--- src/rtl/argmax_classifier.sv ---
// argmax_classifier: final LeNet-5 stage. Captures the 10 class scores from fc_2,
// scans them one per cycle for the largest signed value (lowest index wins ties),
// writes the winning index to result BRAM and then strobes class_valid.
// Optional build macro: ARGMAX_TOP2_EN adds runner-up tracking, the second_idx and
// class_margin ports and a second BRAM write of the runner-up index.
module argmax_classifier #(
  parameter int DATA_SIZE   = 16,
  parameter int NUM_CLASSES = 10,
  parameter int IDX_W       = 4,
  parameter int RESULT_ADDR = 8094
) (
  input  logic                           clk,
  input  logic                           rst,
  input  logic                           argmax_en,
  input  logic                           scores_valid,
  input  logic [DATA_SIZE*NUM_CLASSES-1:0] scores_in,
  output logic                           result_bram_ena,
  output logic                           result_bram_wea,
  output logic [12:0]                    result_bram_addra,
  output logic [DATA_SIZE-1:0]           result_bram_dina,
  output logic [IDX_W-1:0]               class_idx,
  output logic [DATA_SIZE-1:0]           class_score,
  output logic                           class_valid,
  output logic                           busy
`ifdef ARGMAX_TOP2_EN
  ,
  output logic [IDX_W-1:0]               second_idx,
  output logic [DATA_SIZE:0]             class_margin
`endif
);

  typedef enum logic [1:0] {S_IDLE, S_SCAN, S_WRITE, S_DONE} state_t;

  localparam logic [12:0] ADDR_BEST = 13'(RESULT_ADDR);
  localparam logic [12:0] ADDR_SECOND = 13'(RESULT_ADDR + 1);
  localparam logic [IDX_W-1:0] LAST_IDX = IDX_W'(NUM_CLASSES - 1);

  state_t state_reg, state_next;

  logic [DATA_SIZE-1:0] score_in_w [NUM_CLASSES];
  logic [DATA_SIZE-1:0] score_reg  [NUM_CLASSES];
  logic                 accept_w;

  logic [IDX_W-1:0]     cnt_reg, cnt_next;
  logic [DATA_SIZE-1:0] best_reg, best_next;
  logic [IDX_W-1:0]     best_idx_reg, best_idx_next;
  logic                 ena_reg, ena_next;
  logic [12:0]          addra_reg, addra_next;
  logic [DATA_SIZE-1:0] dina_reg, dina_next;
  logic [IDX_W-1:0]     class_idx_reg, class_idx_next;
  logic [DATA_SIZE-1:0] class_score_reg, class_score_next;
  logic                 class_valid_reg, class_valid_next;
  logic                 busy_reg, busy_next;
  logic [DATA_SIZE-1:0] cur_score_w;
`ifdef ARGMAX_TOP2_EN
  logic [DATA_SIZE-1:0] second_reg, second_next;
  logic [IDX_W-1:0]     second_idx_reg, second_idx_next;
  logic [IDX_W-1:0]     out_second_idx_reg, out_second_idx_next;
  logic [DATA_SIZE:0]   margin_reg, margin_next;
  logic                 wr_sel_reg, wr_sel_next;
`endif

  // Slice the packed input bus into one word per class.
  generate
    for (genvar gi = 0; gi < NUM_CLASSES; gi++) begin : g_unpack
      assign score_in_w[gi] = scores_in[gi*DATA_SIZE +: DATA_SIZE];
    end
  endgenerate

  assign cur_score_w = score_reg[cnt_reg];

  // State register.
  always_ff @(posedge clk) begin
    if (rst) state_reg <= S_IDLE;
    else     state_reg <= state_next;
  end

  // Next-state and next-value logic; all outputs are registered from these values.
  always_comb begin
    state_next       = state_reg;
    accept_w         = 1'b0;
    cnt_next         = cnt_reg;
    best_next        = best_reg;
    best_idx_next    = best_idx_reg;
    ena_next         = 1'b0;
    addra_next       = '0;
    dina_next        = '0;
    class_idx_next   = class_idx_reg;
    class_score_next = class_score_reg;
    class_valid_next = 1'b0;
    busy_next        = busy_reg;
`ifdef ARGMAX_TOP2_EN
    second_next         = second_reg;
    second_idx_next     = second_idx_reg;
    out_second_idx_next = out_second_idx_reg;
    margin_next         = margin_reg;
    wr_sel_next         = wr_sel_reg;
`endif
    case (state_reg)
      S_IDLE: begin
        // busy is still high during the class_valid cycle; drop it here and
        // refuse new vectors until it has dropped.
        busy_next = 1'b0;
        if (argmax_en && scores_valid && !busy_reg) begin
          accept_w      = 1'b1;
          best_next     = score_in_w[0];
          best_idx_next = '0;
          cnt_next      = IDX_W'(1);
          busy_next     = 1'b1;
`ifdef ARGMAX_TOP2_EN
          second_next     = {1'b1, {(DATA_SIZE-1){1'b0}}};
          second_idx_next = '1;
          wr_sel_next     = 1'b0;
`endif
          state_next    = S_SCAN;
        end
      end
      S_SCAN: begin
        if ($signed(cur_score_w) > $signed(best_reg)) begin
          best_next     = cur_score_w;
          best_idx_next = cnt_reg;
`ifdef ARGMAX_TOP2_EN
          second_next     = best_reg;
          second_idx_next = best_idx_reg;
`endif
        end
`ifdef ARGMAX_TOP2_EN
        else if ($signed(cur_score_w) > $signed(second_reg)) begin
          second_next     = cur_score_w;
          second_idx_next = cnt_reg;
        end
`endif
        cnt_next = cnt_reg + IDX_W'(1);
        if (cnt_reg == LAST_IDX) state_next = S_WRITE;
      end
      S_WRITE: begin
        ena_next   = 1'b1;
        addra_next = ADDR_BEST;
        dina_next  = {{(DATA_SIZE-IDX_W){1'b0}}, best_idx_reg};
`ifdef ARGMAX_TOP2_EN
        if (wr_sel_reg) begin
          addra_next  = ADDR_SECOND;
          dina_next   = {{(DATA_SIZE-IDX_W){1'b0}}, second_idx_reg};
          wr_sel_next = 1'b0;
          state_next  = S_DONE;
        end else begin
          wr_sel_next = 1'b1;
        end
`else
        state_next = S_DONE;
`endif
      end
      S_DONE: begin
        class_idx_next   = best_idx_reg;
        class_score_next = best_reg;
        class_valid_next = 1'b1;
`ifdef ARGMAX_TOP2_EN
        out_second_idx_next = second_idx_reg;
        margin_next = {best_reg[DATA_SIZE-1], best_reg} - {second_reg[DATA_SIZE-1], second_reg};
`endif
        state_next = S_IDLE;
      end
      default: state_next = S_IDLE;
    endcase
  end

  // Datapath and output registers; the score buffer loads only on acceptance.
  always_ff @(posedge clk) begin
    if (rst) begin
      for (int k = 0; k < NUM_CLASSES; k++) score_reg[k] <= '0;
      cnt_reg         <= '0;
      best_reg        <= '0;
      best_idx_reg    <= '0;
      ena_reg         <= 1'b0;
      addra_reg       <= '0;
      dina_reg        <= '0;
      class_idx_reg   <= '0;
      class_score_reg <= '0;
      class_valid_reg <= 1'b0;
      busy_reg        <= 1'b0;
`ifdef ARGMAX_TOP2_EN
      second_reg         <= '0;
      second_idx_reg     <= '0;
      out_second_idx_reg <= '0;
      margin_reg         <= '0;
      wr_sel_reg         <= 1'b0;
`endif
    end else begin
      if (accept_w) begin
        for (int k = 0; k < NUM_CLASSES; k++) score_reg[k] <= score_in_w[k];
      end
      cnt_reg         <= cnt_next;
      best_reg        <= best_next;
      best_idx_reg    <= best_idx_next;
      ena_reg         <= ena_next;
      addra_reg       <= addra_next;
      dina_reg        <= dina_next;
      class_idx_reg   <= class_idx_next;
      class_score_reg <= class_score_next;
      class_valid_reg <= class_valid_next;
      busy_reg        <= busy_next;
`ifdef ARGMAX_TOP2_EN
      second_reg         <= second_next;
      second_idx_reg     <= second_idx_next;
      out_second_idx_reg <= out_second_idx_next;
      margin_reg         <= margin_next;
      wr_sel_reg         <= wr_sel_next;
`endif
    end
  end

  assign result_bram_ena   = ena_reg;
  assign result_bram_wea   = ena_reg;
  assign result_bram_addra = addra_reg;
  assign result_bram_dina  = dina_reg;
  assign class_idx         = class_idx_reg;
  assign class_score       = class_score_reg;
  assign class_valid       = class_valid_reg;
  assign busy              = busy_reg;
`ifdef ARGMAX_TOP2_EN
  assign second_idx   = out_second_idx_reg;
  assign class_margin = margin_reg;
`endif

endmodule
--- config.mk ---
export PLATFORM = sky130hd
export DESIGN_NAME = argmax_classifier
export DESIGN_NICKNAME = d
export VERILOG_FILES = /design/src/rtl/argmax_classifier.sv
export SDC_FILE = /design/constraint.sdc
export NUM_CORES = 1
export LEC_CHECK = 0
export ABC_AREA = 1
export CORE_MARGIN = 5
export CORE_UTILIZATION = 40
export CTS_BUF_LIST = sky130_fd_sc_hd__clkbuf_16
export CTS_CLUSTER_SIZE = 24
export DETAILED_ROUTE_END_ITERATION = 16
export PLACE_DENSITY = 0.76
export SETUP_SLACK_MARGIN = 0.3
export SYNTH_ARGS = -nofsm -noshare
export SYNTH_HDL_FRONTEND = slang
export SYNTH_SLANG_ARGS = --single-unit
export TNS_END_PERCENT = 10
--- constraint.sdc ---
create_clock -name clk -period 8.5 [get_ports clk]
set_input_delay 2.125 -clock clk [delete_from_list [all_inputs] [get_ports clk]]
set_output_delay 2.125 -clock clk [all_outputs]
set_load 0.05 [all_outputs]
# Word level (Yosys, flattened, before mapping)

Memory sizes are Yosys's and may differ from the RTL's. A register that Yosys moved wholly into a read port is not among the register bits.
Cells that the tools add are included.

Add/sub/neg operators: 1
Magnitude comparators: 1
Eq/ne operators: 7
Muxes and demuxes: 33
Bitwise gates (word level): 11
Reduce and logical (&&, ||, !) cells: 9

Operators by type and width:

| cell                  | number |
|---|---|
| $mux W16              | 12 |
| $pmux W16 S2          | 1 |
| $mux W4               | 5 |
| $gt A16 B16 Y1        | 1 |
| $pmux W4 S2           | 2 |
| $mux W13              | 1 |
| $or A1 B1 Y1          | 10 |
| $mux W1               | 9 |
| $pmux W2 S4           | 1 |
| $ne A2 B2 Y1 const B  | 3 |
| $add A4 B1 Y4 const B | 1 |
| $eq A2 B2 Y1 const B  | 2 |
| $eq A4 B4 Y1 const B  | 1 |
| $mux W2               | 2 |
| $reduce_and A2 Y1     | 2 |
| $reduce_and A3 Y1     | 1 |
| $eq A2 B1 Y1 const B  | 1 |
| $logic_and A1 B1 Y1   | 2 |
| $logic_not A2 Y1      | 1 |
| $reduce_bool A2 Y1    | 1 |
| $reduce_or A2 Y1      | 1 |
| $logic_not A1 Y1      | 1 |
| $not A1 Y1            | 1 |

Register bits after elaboration: 78
Bits in writable memories: 160
Input bits: 164
Output and inout bits: 53
Word-level logic and storage cells: 75
Memories kept: 1

Memory list:

| name      | depth | bits a word | read ports | clocked after Yosys merged registers in | wr ports | line | text |
|---|---|---|---|---|---|---|---|
| score_reg | 10    | 16          | 1          | 1                                       | 10       | 41   | `logic [DATA_SIZE-1:0] score_reg [NUM_CLASSES];` |

# Depth between registers and ports, before layout

Gate-level depths: netlist of run 1.

Depth in word-level cells: 8
Gate-level depth with buffers: 27
Depth with buffers taken out: 24

# Worst setup path before layout of run 1

OpenSTA, ideal clock, no wires.

Path type: input port to flip-flop
Start point: input port argmax_en
End point: memory score_reg[0][0], enable pin
Library setup time: 0.526 ns
Arrival: 5.847 ns
Required time: 7.974 ns
Path slack: 2.127 ns
Cell stages on the path: 4
Path buffers: 0
Cell sequence: nand3_1 nor2_1 inv_1 nand2_1

RTL lines:

| what            | line | text |
|---|---|---|
| start, declared | 14   | `input logic argmax_en,` |
| end, declared   | 41   |  |

==> metrics.txt, run 1 <==
# TYPE chip_impl_metric gauge
chip_impl_metric{name="gr-usage-all-layers",unit="%"} 17.02
chip_impl_metric{name="power_leakage",unit="nW"} 5.856
chip_impl_metric{name="clock_tree.htree_level_count",unit=""} 1
chip_impl_metric{name="nets",unit=""} 1541
chip_impl_metric{name="die_h",unit="µm"} 172.6
chip_impl_info{name="worst_setup_path_start_kind",value="primary input"} 1
chip_impl_metric{name="timing.reg2reg.setup_slack",unit="ns"} 4.39
chip_impl_metric{name="wl_per_cell",unit="µm"} 15.52
chip_impl_metric{name="cap_viol_max_count",unit=""} 0
chip_impl_metric{name="met1_usage",unit="%"} 23.11
chip_impl_metric{name="netlist.area_leader.share",unit="%"} 45.43
chip_impl_info{name="grt_most_used_layer",value="met2"} 1
chip_impl_metric{name="timing.fmax",unit="GHz"} 0.2369
chip_impl_metric{name="antenna_found_initial",unit=""} 0
chip_impl_metric{name="slew_headroom",unit="%"} 23.66
chip_impl_info{name="tritoncts_clock_tree",value="built"} 1
chip_impl_metric{name="largest_net_degree_at_the_start_of_global_routing",unit=""} 130
chip_impl_metric{name="finClkSkew",unit="ns"} 0.01306
chip_impl_metric{name="cts.reportedPaths.clkPinSlew",unit="ns"} 0.06
chip_impl_info{name="synth.largest_area_cell",value="sky130_fd_sc_hd__edfxtp_1"} 1
chip_impl_metric{name="timing.critical_path.required",unit="ns"} 8.74
chip_impl_metric{name="cts.repair.resized",unit=""} 0
chip_impl_metric{name="drt_pre_antenna_iters",unit=""} 6
chip_impl_metric{name="cts.sink_count",unit=""} 217
chip_impl_metric{name="cts_made_buffers",unit=""} 23
chip_impl_info{name="final_cell_mix",value="275 x sky130_fd_sc_hd__inv_1, 207 x sky130_fd_sc_hd__nor2_1, 201 x sky130_fd_sc_hd__clkdlybuf4s50_1, 160 x sky130_fd_sc_hd__edfxtp_1, 102 x sky130_fd_sc_hd__nand2_1"} 1
chip_impl_info{name="crit_path_end",value="score_reg[6][3]$_SDFFCE_PN0P_"} 1
chip_impl_metric{name="insertedDiodeCount",unit=""} 0
chip_impl_metric{name="final_cell_area",unit="µm²"} 13350
chip_impl_info{name="critical_path.cell_chain",value="clkdlybuf4s50_1, clkinv_1, buf_4, nand2_4, buf_4, nor2_1"} 1
chip_impl_info{name="min-delay-path-class",value="register to register"} 1
chip_impl_info{name="clockRootBuffer",value="sky130_fd_sc_hd__clkbuf_16"} 1
chip_impl_metric{name="path_max_fanout",unit=""} 82
chip_impl_metric{name="whs_path_depth",unit=""} 2
chip_impl_info{name="worst_setup_path_startpoint",value="rst"} 1
chip_impl_metric{name="layout.cells.non_filler",unit=""} 1706
chip_impl_metric{name="area_growth",unit="%"} 26.22
chip_impl_metric{name="cells_after_synthesis",unit=""} 1194
chip_impl_metric{name="power-per-cell-area",unit="nW/µm²"} 266.9
chip_impl_metric{name="r2r.worst_path.cells",unit=""} 20
chip_impl_metric{name="transition_time_at_the_pin_with_the_least_slew_margin",unit="ns"} 1.145
chip_impl_metric{name="yosysWarningCount",unit=""} 0
chip_impl_info{name="worst_r2r_endpoint",value="best_reg[13]$_SDFFE_PP0P_"} 1
chip_impl_metric{name="route.final.wire_length",unit="µm"} 26480
chip_impl_metric{name="worst-path-stages",unit=""} 6
chip_impl_metric{name="synthesis.area_per_instance",unit="µm²"} 8.857
chip_impl_metric{name="largest_reg_flops",unit=""} 160
chip_impl_metric{name="fp.dieArea",unit="µm²"} 29790
chip_impl_info{name="path_delay_family",value="buffers and inverters"} 1
chip_impl_metric{name="gr-total-overflow",unit=""} 0
chip_impl_info{name="mostFrequentLayoutCell",value="sky130_fd_sc_hd__inv_1"} 1
chip_impl_metric{name="dr.first_iter.drc_count",unit=""} 624
chip_impl_metric{name="hold_violations",unit=""} 0
chip_impl_metric{name="irDropWorstVdd",unit="mV"} 0.1380
chip_impl_metric{name="core-area",unit="µm²"} 26060
chip_impl_metric{name="placement.cell_area",unit="µm²"} 12620
chip_impl_metric{name="final-max-slew-violation-count",unit=""} 0
chip_impl_metric{name="cp.arrival",unit="ns"} 4.46
chip_impl_metric{name="io_pins",unit=""} 217
chip_impl_metric{name="insertion_delay",unit="ns"} 0.51
chip_impl_metric{name="synth-seq-area-share",unit="%"} 56.22
chip_impl_metric{name="global_route.usage.met3",unit="%"} 2.948
chip_impl_metric{name="min_period_over_period",unit="%"} 49.67
chip_impl_metric{name="cts_max_path_buffers",unit=""} 3
chip_impl_metric{name="synth-seq-cells",unit=""} 217
chip_impl_metric{name="critPathMaxStageDelay",unit="ns"} 0.71
chip_impl_metric{name="routabilityCongestion",unit=""} 0.8558
chip_impl_metric{name="hold_buffers",unit=""} 0
chip_impl_info{name="yosys-top-cells-area",value="sky130_fd_sc_hd__edfxtp_1 45%, sky130_fd_sc_hd__dfxtp_1 11%, sky130_fd_sc_hd__inv_1 9.5%"} 1
chip_impl_metric{name="place.detailed.hpwl",unit="µm"} 19430
chip_impl_metric{name="cp.buffers_inverters",unit=""} 4
chip_impl_metric{name="netlist-cell-type-count",unit=""} 29
chip_impl_info{name="status",value="completed"} 1
chip_impl_metric{name="route.vias.total",unit=""} 7982
chip_impl_metric{name="vias_per_cell",unit=""} 4.679
chip_impl_metric{name="report.final.setup_viol",unit=""} 0
chip_impl_info{name="cpMaxStageDelayCell",value="sky130_fd_sc_hd__nand2_4"} 1
chip_impl_metric{name="initial_core_util",unit="%"} 40.58
chip_impl_metric{name="first_global_vias",unit=""} 7895
chip_impl_metric{name="met2_usage",unit="%"} 27.81
chip_impl_metric{name="setup-tns-final",unit="ns"} 0
chip_impl_info{name="rsz0062_at_grt",value="false"} 1
chip_impl_metric{name="fill_cells",unit=""} 2380
chip_impl_metric{name="place_inst",unit=""} 1664
chip_impl_metric{name="horiz_die_dim",unit="µm"} 172.6
chip_impl_metric{name="layout_min_cycle_time",unit="ns"} 4.222
chip_impl_metric{name="ant_nets",unit=""} 0
chip_impl_metric{name="syn-cell-area",unit="µm²"} 10580
chip_impl_info{name="timing.critical_path.mode_cell",value="sky130_fd_sc_hd__buf_4"} 1
chip_impl_metric{name="layout_cell_share_with_drive_strength_beyond_1",unit="%"} 4.230
chip_impl_info{name="worstSetupPathType",value="primary input to register"} 1
chip_impl_metric{name="detail_route.drc_violations",unit=""} 0
chip_impl_info{name="worst_setup_path_end_kind",value="register"} 1
chip_impl_metric{name="placement.io_buffers",unit=""} 201
chip_impl_metric{name="cts_post_setup_buffers_inserted",unit=""} 0
chip_impl_metric{name="num_rows",unit=""} 59
chip_impl_metric{name="grt_first_pass_wirelength",unit="µm"} 41300
final cells by class:
type / count / area [µm²] / area share, %
clock buffers: 25 / 625.6 / 4.687
clock inverters: 17 / 106.4 / 0.7968
inverters: 269 / 1010 / 7.565
multi-input cells: 634 / 3164 / 23.71
flip-flops and latches: 217 / 5951 / 44.58
well taps: 335 / 419.2 / 3.140
repair buffers: 209 / 2072 / 15.52
how the worst min path moves through the flow:
stage / start / to / slack, ns
final: best_idx_reg[3]$_SDFFE_PP0P_ / result_bram_dina[3]$_SDFF_PP0_ / 0.46
after global routing: best_idx_reg[3]$_SDFFE_PP0P_ / result_bram_dina[3]$_SDFF_PP0_ / 0.50
after CTS: best_idx_reg[3]$_SDFFE_PP0P_ / result_bram_dina[3]$_SDFF_PP0_ / 0.46
after detailed placement: best_idx_reg[3]$_SDFFE_PP0P_ / result_bram_dina[3]$_SDFF_PP0_ / 0.45
after global placement: best_idx_reg[3]$_SDFFE_PP0P_ / result_bram_dina[3]$_SDFF_PP0_ / 0.45
after floorplan: best_idx_reg[1]$_SDFFE_PP0P_ / result_bram_dina[1]$_SDFF_PP0_ / 0.43
power breakdown:
part | leakage, nW | internal, W | switching (W)
combinational | 3.33 | 0.000404 | 0.000773
clock | 0.381 | 0.000559 | 0.000403
sequential | 2.14 | 0.00135 | 0.0000743
total | 5.86 | 0.00231 | 0.00125
synthesized netlist by cell type:
cell type                  count
sky130_fd_sc_hd__inv_1       268
sky130_fd_sc_hd__nor2_1      207
sky130_fd_sc_hd__edfxtp_1    160
sky130_fd_sc_hd__nand2_1     104
sky130_fd_sc_hd__a21oi_1      68
sky130_fd_sc_hd__o21ai_0      67
sky130_fd_sc_hd__nand3_1      58
sky130_fd_sc_hd__dfxtp_1      57
sky130_fd_sc_hd__o211ai_1     33
sky130_fd_sc_hd__buf_4        30
sky130_fd_sc_hd__buf_2        28
sky130_fd_sc_hd__ha_1         23
sky130_fd_sc_hd__clkbuf_1     20
sky130_fd_sc_hd__o21ai_1      20
sky130_fd_sc_hd__mux2i_1      15
sky130_fd_sc_hd__nand2_2      10
sky130_fd_sc_hd__buf_6         6
sky130_fd_sc_hd__buf_1         4
sky130_fd_sc_hd__nor3_1        4
sky130_fd_sc_hd__a211oi_1      2
sky130_fd_sc_hd__nand2_4       2
sky130_fd_sc_hd__a21o_1        1
sky130_fd_sc_hd__and3_1        1
sky130_fd_sc_hd__clkinv_1      1
sky130_fd_sc_hd__conb_1        1
sky130_fd_sc_hd__nand3_2       1
sky130_fd_sc_hd__nand4_1       1
sky130_fd_sc_hd__o21a_1        1
sky130_fd_sc_hd__o21ai_4       1
stage by stage:
stage / utilization, % / hold slack (ns) / setup WS [ns] / total power, W
final: 51.22 / 0.4634 / 4.278 / 0.003562
after detailed placement: 48.41 / 0.4528 / 3.748 / 0.002618
after global routing: 51.22 / 0.4964 / 4.005 / 0.003778
after global placement: 48.41 / 0.4467 / 3.816 / 0.002588
after CTS: 51.22 / 0.4645 / 4.272 / 0.003579
after floorplan: - / 0.4301 / 2.127 / 0.002319
per-layer routing:
metal  wire length, µm  vias to the layer above  share of wire, %
met5                 0                        -                 0
met4               808                        0               3.1
met3              1806                       39               6.8
met2             12340                      279                47
met1             11520                     3612                43
li1                  -                     4052                 -
worst min-delay path, delay by kind of cell (launching register included):
family | cells | cell delay [ns]
DFF | 1 | 0.31
buffers and inverters | 1 | 0.07
and+or+nand+nor | 1 | 0.04
logic make-up after synthesis:
kind of cell | share of synthesized area [%]
multiplexers | 1.420
AO/OA/AOI/OAI | 10.12
flip-flops | 56.22
buffers and inverters | 14.49
other | 0.03546
adder cells (fa/ha/maj) | 2.721
AND/OR/NAND/NOR | 14.99
Note: power is estimated with default switching activity, not from simulation.
==> run 2, diff against run 1 <==
--- a/config.mk
+++ b/config.mk
@@ -11,7 +11,7 @@
 export CTS_BUF_LIST = sky130_fd_sc_hd__clkbuf_16
 export CTS_CLUSTER_SIZE = 24
 export DETAILED_ROUTE_END_ITERATION = 16
-export PLACE_DENSITY = 0.76
+export PLACE_DENSITY = 0.78
 export SETUP_SLACK_MARGIN = 0.3
 export SYNTH_ARGS = -nofsm -noshare
 export SYNTH_HDL_FRONTEND = slang
==> constraint.sdc (replaced) <==
create_clock -name clk -period 3.5 [get_ports clk]
set_input_delay 0.875 -clock clk [delete_from_list [all_inputs] [get_ports clk]]
set_output_delay 0.875 -clock clk [all_outputs]
set_load 0.05 [all_outputs]
==> run 2 against run 1 <==
Against the previous run:
- clock skew rose by 0.0010 ns
- clock power increased by 140%
- core utilization up 1.0 points
- flip-flop and latch count stayed put
- worst setup slack lost 3.7 ns
- largest power group unchanged
- register-to-register slack got worse by 3.8 ns
- die area stayed put
- combinational power rose to 2.6 times the previous value
- non-clock buffer count grew 16
- worst hold slack gained 0.0085 ns
- global-route usage grew 1.1 points
- wire length up 6.0%
- largest cell class unchanged
- highest routed layer unchanged
==> metrics.txt, run 2 (synthesis gave the netlist of run 1 again) <==
# TYPE chip_impl_metric gauge
chip_impl_metric{name="layout.cells.non_filler",unit=""} 1720
chip_impl_metric{name="ant_nets",unit=""} 0
chip_impl_metric{name="drt_pre_antenna_iters",unit=""} 5
chip_impl_metric{name="final-max-slew-violation-count",unit=""} 0
chip_impl_info{name="worstSetupPathType",value="register to register"} 1
chip_impl_metric{name="layout_min_cycle_time",unit="ns"} 2.890
chip_impl_metric{name="route.final.wire_length",unit="µm"} 28060
chip_impl_metric{name="timing.critical_path.required",unit="ns"} 3.94
chip_impl_info{name="worst_setup_path_end_kind",value="register"} 1
chip_impl_metric{name="route.vias.total",unit=""} 8210
chip_impl_metric{name="place_inst",unit=""} 1680
chip_impl_metric{name="num_rows",unit=""} 59
chip_impl_metric{name="placement.io_buffers",unit=""} 201
chip_impl_metric{name="area_growth",unit="%"} 28.68
chip_impl_metric{name="cts_max_path_buffers",unit=""} 3
chip_impl_metric{name="cts.sink_count",unit=""} 217
chip_impl_info{name="mostFrequentLayoutCell",value="sky130_fd_sc_hd__inv_1"} 1
chip_impl_info{name="rsz0062_at_grt",value="false"} 1
chip_impl_metric{name="detail_route.drc_violations",unit=""} 0
chip_impl_metric{name="min_period_over_period",unit="%"} 82.58
chip_impl_metric{name="setup-tns-final",unit="ns"} 0
chip_impl_metric{name="largest_net_degree_at_the_start_of_global_routing",unit=""} 65
chip_impl_info{name="worst_hold_startpoint",value="best_idx_reg[0]$_SDFFE_PP0P_"} 1
chip_impl_metric{name="clock_tree.htree_level_count",unit=""} 1
chip_impl_info{name="worst_setup_path_start_kind",value="register"} 1
chip_impl_metric{name="layout_cell_share_with_drive_strength_beyond_1",unit="%"} 5.126
chip_impl_metric{name="hold_buffers",unit=""} 0
chip_impl_metric{name="cts.reportedPaths.clkPinSlew",unit="ns"} 0.07
chip_impl_metric{name="path_max_fanout",unit=""} 49
chip_impl_info{name="status",value="completed"} 1
chip_impl_metric{name="irDropWorstVdd",unit="mV"} 0.3309
chip_impl_metric{name="first_global_vias",unit=""} 8149
chip_impl_metric{name="wl_per_cell",unit="µm"} 16.32
chip_impl_metric{name="io_pins",unit=""} 217
chip_impl_metric{name="power-per-cell-area",unit="nW/µm²"} 641.9
chip_impl_metric{name="timing.fmax",unit="GHz"} 0.3460
chip_impl_metric{name="report.final.setup_viol",unit=""} 0
chip_impl_info{name="final_cell_mix",value="274 x sky130_fd_sc_hd__inv_1, 207 x sky130_fd_sc_hd__nor2_1, 201 x sky130_fd_sc_hd__clkdlybuf4s50_1, 160 x sky130_fd_sc_hd__edfxtp_1, 102 x sky130_fd_sc_hd__nand2_1"} 1
chip_impl_metric{name="horiz_die_dim",unit="µm"} 172.6
chip_impl_info{name="min-delay-path-class",value="register to register"} 1
chip_impl_metric{name="transition_time_at_the_pin_with_the_least_slew_margin",unit="ns"} 1.095
chip_impl_metric{name="cp.arrival",unit="ns"} 3.33
chip_impl_metric{name="grt_first_pass_wirelength",unit="µm"} 43410
chip_impl_metric{name="dr.first_iter.drc_count",unit=""} 787
chip_impl_metric{name="antenna_found_initial",unit=""} 0
chip_impl_metric{name="gr-usage-all-layers",unit="%"} 18.16
chip_impl_metric{name="insertion_delay",unit="ns"} 0.52
chip_impl_metric{name="slew_headroom",unit="%"} 26.98
chip_impl_info{name="clockRootBuffer",value="sky130_fd_sc_hd__clkbuf_16"} 1
chip_impl_metric{name="hold_violations",unit=""} 0
chip_impl_metric{name="cts_made_buffers",unit=""} 22
chip_impl_info{name="tritoncts_clock_tree",value="built"} 1
chip_impl_metric{name="power_leakage",unit="nW"} 5.978
chip_impl_metric{name="fp.dieArea",unit="µm²"} 29790
chip_impl_metric{name="place.detailed.hpwl",unit="µm"} 21170
chip_impl_metric{name="routabilityCongestion",unit=""} 0.9263
chip_impl_metric{name="finClkSkew",unit="ns"} 0.01407
chip_impl_metric{name="largest_reg_flops",unit=""} 160
chip_impl_metric{name="vias_per_cell",unit=""} 4.773
chip_impl_metric{name="die_h",unit="µm"} 172.6
chip_impl_metric{name="insertedDiodeCount",unit=""} 0
chip_impl_metric{name="cap_viol_max_count",unit=""} 0
chip_impl_metric{name="core-area",unit="µm²"} 26060
chip_impl_metric{name="gr-total-overflow",unit=""} 0
chip_impl_metric{name="nets",unit=""} 1556
chip_impl_metric{name="initial_core_util",unit="%"} 40.58
run 2: worst paths after layout:
path,to,slack [ns],cells after the start
worst max-delay path,best_reg[9]$_SDFFE_PP0P_,0.61,21
worst min-delay path,best_idx_reg[0]$_SDFFE_PP0P_,0.47,2
worst max register to register,best_reg[9]$_SDFFE_PP0P_,0.61,21
worst min register to register,best_idx_reg[0]$_SDFFE_PP0P_,0.47,2
run 2: layout make-up:
cell class | count | area (µm²)
flip-flops and latches | 217 | 5951
repair buffers | 225 | 2342
multi-input cells | 634 | 3182
inverters | 269 | 1010
clock buffers | 24 | 600.6
fillers | 2295 | 12450
well taps | 335 | 419.2
clock inverters | 16 | 103.9
run 2: stage by stage:
stage               cell area (µm²)  worst slack (ns)  hold WS, ns  power, W  utilization (%)
floorplan                     10640            0.7786       0.4301  0.005602                -
global placement              12890            0.5920       0.4573  0.006402            49.48
detailed placement            12890            0.5806       0.4621  0.006467            49.48
CTS                           13600            0.5405       0.4731  0.008755            52.19
global route                  13610            0.3465       0.4839  0.009250            52.22
finish                        13610            0.6096       0.4720  0.008736            52.22
run 2: per-layer routing:
metal / wire (µm) / share of wire (%) / track usage, % / up-vias
met3: 2363 / 8.4 / 3.908 / 65
met2: 13070 / 47 / 29.35 / 351
met1: 11590 / 41 / 23.92 / 3710
met4: 1039 / 3.7 / 7.197 / 0
met5: 0 / 0 / 0 / -
li1: - / - / - / 4084
run 2: worst max-delay path: stages, from the launching register on:
cell and delay, ns:
sky130_fd_sc_hd__dfxtp_4 0.37, sky130_fd_sc_hd__buf_12 0.19, sky130_fd_sc_hd__o211ai_1 0.38, sky130_fd_sc_hd__nand3_1 0.13, sky130_fd_sc_hd__nand3_1 0.13, sky130_fd_sc_hd__o21ai_1 0.09, sky130_fd_sc_hd__ha_1 0.30, sky130_fd_sc_hd__nand2_1 0.10
sky130_fd_sc_hd__inv_1 0.04, sky130_fd_sc_hd__nand2_1 0.06, sky130_fd_sc_hd__nand2_1 0.05, sky130_fd_sc_hd__nand2_1 0.06, sky130_fd_sc_hd__nand2_1 0.04, sky130_fd_sc_hd__nand2_1 0.07, sky130_fd_sc_hd__nand2_1 0.05, sky130_fd_sc_hd__nand2_1 0.06
sky130_fd_sc_hd__nand3_2 0.09, sky130_fd_sc_hd__nand2_4 0.14, sky130_fd_sc_hd__nand2_8 0.16, sky130_fd_sc_hd__nand2_2 0.10, sky130_fd_sc_hd__nand2_1 0.06, sky130_fd_sc_hd__nor2_1 0.10
run 2: what timing repair did:
item,CTS,global route
endpoints found under the setup margin,0,13
setup buffers,0,0
gates resized for setup,0,1
run 2: where the power goes:
| group | internal (W) | switching, W |
|---|---|---|
| registers | 0.00327 | 0.000167 |
| logic | 0.00107 | 0.00194 |
| clock network | 0.00131 | 0.000978 |
==> run 3, diff against run 2 <==
--- a/config.mk
+++ b/config.mk
@@ -11,7 +11,7 @@
 export CTS_BUF_LIST = sky130_fd_sc_hd__clkbuf_16
 export CTS_CLUSTER_SIZE = 24
 export DETAILED_ROUTE_END_ITERATION = 16
-export PLACE_DENSITY = 0.78
+export PLACE_DENSITY = 0.76
 export SETUP_SLACK_MARGIN = 0.3
 export SYNTH_ARGS = -nofsm -noshare
 export SYNTH_HDL_FRONTEND = slang
==> constraint.sdc (replaced) <==
create_clock -name clk -period 2.9 [get_ports clk]
set_input_delay 0.725 -clock clk [delete_from_list [all_inputs] [get_ports clk]]
set_output_delay 0.725 -clock clk [all_outputs]
set_load 0.05 [all_outputs]
==> run 3 against run 2 <==
Against the previous run:
- wire length is 3.0% higher
- combinational power is 51% higher
- sequential power increased by 22%
- total power is 34% higher
- cell area rose by 5.9%
- critical endpoint is now best_reg[6]$_SDFFE_PP0P_
- largest cell class unchanged
==> metrics.txt, run 3 (synthesis gave the netlist of run 1 again) <==
# TYPE chip_impl_metric gauge
chip_impl_info{name="status",value="completed"} 1
chip_impl_metric{name="core-area",unit="µm²"} 26060
chip_impl_info{name="rsz0062_at_grt",value="true"} 1
chip_impl_metric{name="dr.first_iter.drc_count",unit=""} 579
chip_impl_metric{name="seqPwrFrac",unit="%"} 35.8
chip_impl_metric{name="irDropWorstVdd",unit="mV"} 0.4643
chip_impl_metric{name="insertion_delay",unit="ns"} 0.51
chip_impl_metric{name="area_growth",unit="%"} 36.23
chip_impl_metric{name="io_pins",unit=""} 217
chip_impl_metric{name="largest_net_degree_at_the_start_of_global_routing",unit=""} 72
chip_impl_info{name="mostFrequentLayoutCell",value="sky130_fd_sc_hd__inv_1"} 1
chip_impl_metric{name="fp.dieArea",unit="µm²"} 29790
chip_impl_metric{name="cap_viol_max_count",unit=""} 0
chip_impl_metric{name="comb_power_share",unit="%"} 39.0
chip_impl_metric{name="cp.arrival",unit="ns"} 3.25
chip_impl_metric{name="gr-usage-all-layers",unit="%"} 18.12
chip_impl_metric{name="finClkSkew",unit="ns"} 0.01231
chip_impl_info{name="timing.critical_path.mode_cell",value="sky130_fd_sc_hd__nand2_1"} 1
chip_impl_metric{name="antenna_found_initial",unit=""} 0
chip_impl_info{name="min-delay-path-class",value="register to register"} 1
chip_impl_metric{name="transition_time_at_the_pin_with_the_least_slew_margin",unit="ns"} 0.6215
chip_impl_metric{name="cts_max_path_buffers",unit=""} 3
chip_impl_metric{name="route.vias.total",unit=""} 8316
chip_impl_metric{name="drt_pre_antenna_iters",unit=""} 5
chip_impl_metric{name="wl_per_cell",unit="µm"} 16.54
chip_impl_metric{name="initial_core_util",unit="%"} 40.58
chip_impl_metric{name="horiz_die_dim",unit="µm"} 172.6
chip_impl_metric{name="total_switching_power",unit="W"} 0.004155
chip_impl_info{name="worst_setup_path_start_kind",value="register"} 1
chip_impl_metric{name="min_period_over_period",unit="%"} 98.22
chip_impl_info{name="clockRootBuffer",value="sky130_fd_sc_hd__clkbuf_16"} 1
chip_impl_metric{name="num_rows",unit=""} 59
chip_impl_metric{name="first_global_vias",unit=""} 8067
chip_impl_metric{name="power_leakage",unit="nW"} 6.481
chip_impl_metric{name="hold_buffers",unit=""} 0
chip_impl_info{name="cpMaxStageDelayCell",value="sky130_fd_sc_hd__dfxtp_4"} 1
chip_impl_metric{name="placement.io_buffers",unit=""} 201
chip_impl_metric{name="critPathMaxStageDelay",unit="ns"} 0.41
chip_impl_metric{name="gr-total-overflow",unit=""} 0
chip_impl_metric{name="layout_cell_share_with_drive_strength_beyond_1",unit="%"} 11.89
chip_impl_metric{name="route.final.wire_length",unit="µm"} 28910
chip_impl_metric{name="insertedDiodeCount",unit=""} 0
chip_impl_metric{name="cts_made_buffers",unit=""} 24
chip_impl_metric{name="hold_ws",unit="ns"} 0.4639
chip_impl_metric{name="internal-power",unit="W"} 0.007521
chip_impl_metric{name="place.detailed.hpwl",unit="µm"} 20880
chip_impl_info{name="worst_setup_path_end_kind",value="register"} 1
chip_impl_metric{name="clock_power_share",unit="%"} 25.2
chip_impl_metric{name="final-max-slew-violation-count",unit=""} 0
chip_impl_metric{name="layout_setup_ws",unit="ns"} 0.05157
chip_impl_metric{name="clock_tree.htree_level_count",unit=""} 1
chip_impl_metric{name="routabilityCongestion",unit=""} 0.8475
chip_impl_metric{name="design_power_total",unit="W"} 0.01168
chip_impl_info{name="worst_hold_startpoint",value="best_idx_reg[3]$_SDFFE_PP0P_"} 1
chip_impl_metric{name="nets",unit=""} 1583
chip_impl_metric{name="cts.reportedPaths.clkPinSlew",unit="ns"} 0.06
chip_impl_metric{name="die_h",unit="µm"} 172.6
chip_impl_info{name="tritoncts_clock_tree",value="built"} 1
chip_impl_metric{name="timing.reg2reg.setup_slack",unit="ns"} 0.05
chip_impl_metric{name="largest_reg_flops",unit=""} 160
chip_impl_metric{name="grt_first_pass_wirelength",unit="µm"} 43460
chip_impl_metric{name="timing.fmax",unit="GHz"} 0.3511
chip_impl_metric{name="slew_headroom",unit="%"} 58.41
chip_impl_metric{name="p_sw_share",unit="%"} 35.59
chip_impl_metric{name="vias_per_cell",unit=""} 4.757
chip_impl_metric{name="fill_cells",unit=""} 2250
chip_impl_metric{name="cp.buffers_inverters",unit=""} 2
chip_impl_info{name="path_delay_family",value="simple AND/OR/NAND/NOR gates"} 1
chip_impl_info{name="worstSetupPathType",value="register to register"} 1
chip_impl_metric{name="timing.critical_path.required",unit="ns"} 3.31
chip_impl_metric{name="place_ws",unit="ns"} -0.07517
chip_impl_info{name="critical_path.cell_chain",value="buf_12, o211ai_1, nand3_1, nand3_2, o21ai_2, ha_1, nand2_2, inv_1, nand2_1, nand2_1, nand2_1, nand2_1, nand2_1, nand2_1, nand2_1, nand3_2, nand2_4, nand2_4, nor2_1, nor2_1"} 1
chip_impl_info{name="final_cell_mix",value="268 x sky130_fd_sc_hd__inv_1, 203 x sky130_fd_sc_hd__nor2_1, 189 x sky130_fd_sc_hd__clkdlybuf4s50_1, 160 x sky130_fd_sc_hd__edfxtp_1, 97 x sky130_fd_sc_hd__nand2_1"} 1
chip_impl_metric{name="ant_nets",unit=""} 0
chip_impl_metric{name="report.final.setup_viol",unit=""} 0
chip_impl_metric{name="path_max_fanout",unit=""} 16
chip_impl_metric{name="layout_min_cycle_time",unit="ns"} 2.848
chip_impl_metric{name="power-per-cell-area",unit="nW/µm²"} 810.5
chip_impl_metric{name="detail_route.drc_violations",unit=""} 0
chip_impl_metric{name="cts.sink_count",unit=""} 217
chip_impl_metric{name="hold_violations",unit=""} 0
## run 3: changes by cell type in the layout (fill, tap and decap cells not counted), sizes merged, moves of 3 or more
cell           delta
clkinv            +3
dlymetal6s2s     +12
clkdlybuf4s50    -12
buf              +17
inv               -4
clkbuf           +11
## run 3: worst paths after layout
kind                            cells past startpoint                              to
worst max-delay path                               20        best_reg[6]$_SDFFE_PP0P_
worst max register to register                     20        best_reg[6]$_SDFFE_PP0P_
worst min-delay path                                2  result_bram_dina[3]$_SDFF_PP0_
worst min register to register                      2  result_bram_dina[3]$_SDFF_PP0_
## run 3: power by group through the flow
stage | sequential [W] | clock [W] | combinational (W)
global route | 0.00423 | 0.00312 | 0.00499
finish | 0.00418 | 0.00294 | 0.00456
global placement | 0.00422 | 0 | 0.00369
floorplan | 0.00437 | 0 | 0.00239
detailed placement | 0.00423 | 0 | 0.00373
CTS | 0.00417 | 0.00299 | 0.00390
## run 3: stage by stage
step	instances	util (%)	setup TNS, ns	area [µm²]
2_1_floorplan	1208	-	0	10640
3_3_place_gp	1687	49.69	-0.07603	12950
3_5_place_dp	1687	49.69	-0.6421	12950
4_1_cts	1734	53.04	0	13820
5_1_grt	1748	55.28	-1.316	14410
6_report	1748	55.28	0	14410
## run 3: worst min-delay path: stages, from the launching register on
cell                      delay (ns)
sky130_fd_sc_hd__dfxtp_1        0.31
sky130_fd_sc_hd__inv_1          0.07
sky130_fd_sc_hd__nor2_1         0.05
## run 3: layout make-up
cell class	count	area (µm²)	share of cell area, %
clock inverters	15	76.32	0.5298
flip-flops and latches	217	5951	41.31
inverters	269	1010	7.009
multi-input cells	635	3498	24.28
repair buffers	249	2751	19.10
well taps	335	419.2	2.910
clock buffers	28	700.7	4.864
## run 3: metal layers
metal,wire length (µm),up-vias,global-route usage [%]
li1,-,4142,-
met5,0,-,0
met4,731,0,5.513
met1,12490,3783,24.79
met3,2066,49,2.860
met2,13620,342,29.85
## run 3: what timing repair did
item / 4_1_cts / 5_1_grt
setup endpoints to repair: 32 / 32
buffers inserted: 2 / 5
pin swaps: 2 / 37
cloned: 2 / 9
resized for setup: 18 / 93
